--- src/rtl/nine_bit_down_timer_pkg.sv ---
// Shared lab package for the 9-bit counters: state encoding and default width.
// Imported by the down-timer and shared with the up-counter.
package nine_bit_down_timer_pkg;

  localparam int DEFAULT_WIDTH = 9;

  typedef enum logic {
    S_IDLE = 1'b0,
    S_RUN  = 1'b1
  } state_t;

endpackage

--- src/rtl/nine_bit_down_timer.sv ---
// Loadable down-counter/timer with one-shot and auto-reload modes.
// Emits a one-cycle borrow pulse when an enabled tick finds the count at zero.
module nine_bit_down_timer
  import nine_bit_down_timer_pkg::*;
#(
  parameter int WIDTH = DEFAULT_WIDTH
) (
  input  logic             clk,
  input  logic             rst,
  input  logic             ldEn,
  input  logic [WIDTH-1:0] parIn,
  input  logic             start,
  input  logic             stop,
  input  logic             cntEn,
  input  logic             autoReload,
  output logic [WIDTH-1:0] parOut,
  output logic             bOut,
  output logic             busy,
  output logic             done
);

  state_t           state;
  logic [WIDTH-1:0] reload;
  logic             at_zero;

  assign at_zero = (parOut == '0);

  // Priority: load > stop > start > count. The zero test replaces the
  // decrement, so the count can never wrap to all-ones.
  always_ff @(posedge clk or negedge rst) begin
    if (!rst) begin
      state  <= S_IDLE;
      parOut <= '0;
      reload <= '0;
      bOut   <= 1'b0;
      busy   <= 1'b0;
      done   <= 1'b0;
    end else if (ldEn) begin
      state  <= S_IDLE;
      busy   <= 1'b0;
      parOut <= parIn;
      reload <= parIn;
      bOut   <= 1'b0;
      done   <= 1'b0;
    end else if (stop && state == S_RUN) begin
      state <= S_IDLE;
      busy  <= 1'b0;
      bOut  <= 1'b0;
    end else if (start && state == S_IDLE) begin
      state <= S_RUN;
      busy  <= 1'b1;
      bOut  <= 1'b0;
      done  <= 1'b0;
    end else if (state == S_RUN && cntEn) begin
      if (at_zero) begin
        bOut <= 1'b1;
        if (autoReload) begin
          parOut <= reload;
        end else begin
          state <= S_IDLE;
          busy  <= 1'b0;
          done  <= 1'b1;
        end
      end else begin
        parOut <= parOut - 1'b1;
        bOut   <= 1'b0;
      end
    end else begin
      bOut <= 1'b0;
    end
  end

endmodule
--- config.mk ---
export PLATFORM = sky130hd
export DESIGN_NAME = nine_bit_down_timer
export DESIGN_NICKNAME = d
export VERILOG_FILES = /design/src/rtl/nine_bit_down_timer_pkg.sv /design/src/rtl/nine_bit_down_timer.sv
export SDC_FILE = /design/constraint.sdc
export NUM_CORES = 1
export LEC_CHECK = 0
export ABC_AREA = 1
export ABC_CLOCK_PERIOD_IN_PS = 1800
export BUFFER_PORTS_ARGS = -buffer_cell sky130_fd_sc_hd__buf_4
export CAP_MARGIN = 20
export CORE_MARGIN = 4
export CORE_UTILIZATION = 53
export DETAILED_ROUTE_END_ITERATION = 8
export PLACE_DENSITY = 0.81
export SYNTH_ARGS = -nofsm -noshare
export SYNTH_HDL_FRONTEND = slang
export SYNTH_SLANG_ARGS = --single-unit
--- constraint.sdc ---
create_clock -name clk -period 1.8 [get_ports clk]
set_input_delay 0 -clock clk [delete_from_list [all_inputs] [get_ports clk]]
set_output_delay 0 -clock clk [all_outputs]
set_load 0.02 [all_outputs]
Word-level counts from Yosys, hierarchy flattened
Cells that the tools add are included.

Muxes and demuxes: 23. Eq/ne operators: 5. Add/subtract/negate cells: 1. Bitwise gates (word level): 1. Reductions and logical operators: 12.

Operators with widths (count): 2-to-1 mux 9 bit (6); 2-to-1 mux 1 bit (17); zero test 9 bit (1); subtractor 9 x 1 -> 9 bit (second input constant) (1); AND reduction 4 bit (2); nonzero test 4 bit (2); nonzero test 3 bit (2); != test 2 bit (second input constant) (2); != test 4 x 2 -> 1 bit (second input constant) (1); logical AND 1 bit (3); != test 3 x 2 -> 1 bit (second input constant) (1); != test 3 bit (second input constant) (1); AND reduction 3 bit (1); nonzero test 2 bit (1); inverter 1 bit (1).

Input bits: 16. Register bits after elaboration: 21. Output and inout port bits: 12.

Longest topological paths before layout
Depth in word-level cells: 6. Gate-level depth with buffers: 12. Mapped depth without buffers: 12.

Worst setup path before layout
No wires, ideal clock.

Path kind: reg-to-reg. Start: reg parOut[0]. End: reg parOut[8]. Setup time: 0.120 ns. Buffers on the path: 0. Cell stages (with the launch flop): 12. Path slack: 0.222 ns. Arrival: 1.458 ns. Cell sequence: dfrtp_1 inv_1 ha_1 inv_2 nor2_4 nand2_4 nor2_8 nand3_4 nand2_4 nand2_4 nand3_1 nand2_1.

Cells in the longest elaborated chain, start to end: 6.

Ends and longest elaborated chain: start, declared (line nine_bit_down_timer.sv:16) `output logic [WIDTH-1:0] parOut,`; start signal, assigned (line nine_bit_down_timer.sv:41) `parOut <= parIn;`; start signal, assigned (line nine_bit_down_timer.sv:58) `parOut <= reload;`; start signal, assigned (line nine_bit_down_timer.sv:65) `parOut <= parOut - 1'b1;`; subtractor 9 x 1 -> 9 bit or zero test 9 bit (tied branches) (line nine_bit_down_timer.sv:65, nine_bit_down_timer.sv:26); 2-to-1 mux 9 bit (line nine_bit_down_timer.sv:55) `if (at_zero) begin`; 2-to-1 mux 9 bit (line nine_bit_down_timer.sv:54) `end else if (state == S_RUN && cntEn) begin`; 2-to-1 mux 9 bit (line nine_bit_down_timer.sv:49) `end else if (start && state == S_IDLE) begin`; 2-to-1 mux 9 bit (line nine_bit_down_timer.sv:45) `end else if (stop && state == S_RUN) begin`; 2-to-1 mux 9 bit (line nine_bit_down_timer.sv:38) `end else if (ldEn) begin`.

Parallel ways exist; a longest one is shown, timed or not. The select of a mux whose other input is x is not followed. A chain may end at the register's enable or synchronous reset.

Final worst setup path
Ends and elaborated chain as after synthesis.

==> impl_results.md <==
* Status: finished, final reports clean
* CP endpoint kind: register
* Clk sinks at 21
* FF+latch count, synth at 21
* Vias in the first global route at 1232
* Reg2Reg Depth at 11
* Pre-antenna DRT Iters at 4
* Max_slew headroom at approximately four fifths
* GPL Wtd Cong at approximately 0.85
* Syn Nets at 196
* Synth top area share at 41.38%
* Layout cells sized above 1 at 20.91%
* Drt via density at around 5.1
* Area growth from synthesis to layout at 29.95%
* Multi-input logic area at 653.1 µm²
* Detail Placement HPWL at 2.173 mm
* Min-delay src: cntEn
* Critical path fanouts, max at 8
* Final setup violation count at 0
* F_max at between 600 and 700 MHz
* P_int at 814.2 µW
* Synth area leaders: dfrtp_1, nand2_1, inv_1, nand3_1, nor2_1
* Grt total ovfl at 0
* I/O Buffers at 27
* First-pass GRT wire length at approximately 5.2 mm
* Finished Cell Area at between 1500 and 2000 µm²
* Root buffer cell: clkbuf_4
* Synth unique cells at 21
* # IOs at 28
* WL per Instance at 11.85 µm
* Final core occ at approximately three quarters
* WHS Endpoint: bOut
* Initial DRC Count at 32
* RR Endpoint: parOut[8]
* Reg2reg setup slack at 0.14 ns
* Max-cap violation count at 0
* Hold Path Class: primary input to register
* Die Ht at 56.95 µm
* Mapped Cells at 179
* Tcrit/Tclk final at between 90% and 100%
* Fillers at 172
* Dpl cells at 232
* FFs w/ async S/R, synth at 100.0%
* Core outline area at 2255 µm²
* CP Launch Type: register
* Dominant synthesized flop cell: dfrtp_1
* Die area at approximately 3200 µm²
* Starting Density at 56.33%
* Synth Area per Inst at 7.095 µm²
* CTS Buf Count at 3
* WHS Path Cells at 3
* Area leader, netlist: dfrtp_1
* Peak supply drop at 0.0005040 V
* Post-synth EDFFs at 0
* Worst EP arrival at 1.87 ns
* Register area share after synthesis at about two fifths
* TritonCTS clock tree: yes
* Largest net degree at the start of global routing at 23
* Placement row count at 17
* Sw Share at 39.15%
* Detail Route Antenna Nets at 0
* DRC viols at 0
* PwrDens at 810.7 nW/µm²
* Most frequent cells after synthesis: nand2_1, dfrtp_1, inv_1
* Worst-Margin Slew at 0.3259 ns
* Syn. warnings at 0
* Slew Limit Fails at 0
* Pleak at a little over 0.0009 µW
* Worst-Skew Late Latency at 0.31 ns
* Diode count at 0
* Synthesized area at 1270 µm²
* Hold Vio Cnt, Final at 0
* Clk network pwr share at approximately 18%
* Register Area at around 530 µm²
* RSZ-0062 raised after global routing: no
* Cell Count, Final, Fillers Out at 248
* Routed WL at between 2 and 3 mm
* Nets at 238
* Die X at around 57 µm
* Clk_skew at 0.008540 ns
* Most common cell in the netlist: nand2_1
* NetSw at around 520 µW
* Power Total at 1338 µW
* Reg clk slew, reported paths at roughly 0.13 ns
* Minimum clock period at 1.656 ns
* WS Path Type: register to register
* Clk buf depth at 2
* Gr usage total at 19.85%
* Antenna violations before repair at 0
* Sequential power share at 44.3%
* Vias at 1268
* Worst EP required at 2.01 ns
* Gate power share at 38.2%
* R2r startpoint: parOut[0]
* Clock H-tree levels at 1
* # Post-CTS Setup Buffers at 0
* Placed inst area at 1500 µm²
* Post-route setup TNS at 0 ns
[cell type report]
type / instances / area share [%]
multi-input combinational: 134 / 39.58
timing repair buffer: 40 / 20.02
clock buffer: 3 / 1.365
inverter: 21 / 4.776
sequential: 21 / 31.84
tap: 28 / 2.123
clock inverter: 1 / 0.3033
[power by group through the flow]
stage                     Sequential (µW)  Combinational [µW]  Clock (µW)
after floorplan                       639                 288           0
after global placement                599                 484           0
after detailed placement              603                 490           0
after CTS                             594                 511         234
after global routing                  604                 574         263
final                                 593                 511         234
[state kept, by name, indices dropped and copies added (netlist names)]
name and cells:
state 1, done 1, bOut 1, parOut 9, reload 9
[per-stage QoR]
stage          hold WS, ns  setup WS [ns]
3_5_place_dp       -0.1014         0.1403
6_report          0.001835         0.1439
2_1_floorplan      -0.2956         0.2217
5_1_grt           0.008363        0.01373
3_3_place_gp       -0.1011         0.1954
4_1_cts          0.0003161         0.1191
[how the worst max path moves through the flow]
stage	start	to	slack, ns	depth (start not counted)
floorplan	parOut[0]	parOut[8]	0.22	11
global placement	parOut[0]	parOut[8]	0.20	11
detailed placement	parOut[0]	parOut[8]	0.14	11
CTS	parOut[0]	parOut[8]	0.12	11
global route	parOut[0]	parOut[4]	0.01	11
finish	parOut[0]	parOut[8]	0.14	11
[layout by cell type, fill, tap and decap left out, types with 4 or more instances in the layout]
| cell type | synthesis | final |
|---|---|---|
| buf_4 | 0 | 28 |
| dfrtp_1 | 21 | 21 |
| dlygate4sd3_1 | 0 | 12 |
| inv_1 | 20 | 20 |
| nand2_1 | 70 | 70 |
| nand2_4 | 4 | 4 |
| nand3_1 | 15 | 15 |
| nor2_1 | 16 | 16 |
| o21ai_0 | 10 | 10 |
[cell families (layout without fill, tap and decap cells)]
family                   count (synthesis)  count (layout)  synth area share, %
AND/OR/NAND/NOR                        117             117                43.25
buffers and inverters                   24              65                7.388
flip-flops                              21              21                41.38
AO/OA/AOI/OAI                           15              15                6.305
adder cells (fa/ha/maj)                  1               1               0.9851
XOR/XNOR                                 1               1               0.6898
[layer usage]
layer	GRT usage (%)	share of wire [%]
met1	25.57	45
met2	33.77	49
met3	3.620	4.8
met4	6.291	0.99
met5	0	0
[worst max-delay path: stages, from the launching register on]
cell and delay, ns:
dfrtp_1 0.44, inv_1 0.09, ha_2 0.21, inv_2 0.05, nor2_4 0.11, nand2_4 0.09, nor2_8 0.15, nand3_4 0.09
nand2_4 0.09, nand2_4 0.09, nand3_1 0.09, nand2_1 0.05
[timing repair]
item | 4_1_cts | 5_1_grt
resized for setup | 0 | 1
hold buffers | 11 | 1
endpoints found under the setup margin | 0 | 4
endpoints found under the hold margin | 32 | 1
Power figures use the tool's default switching activity.
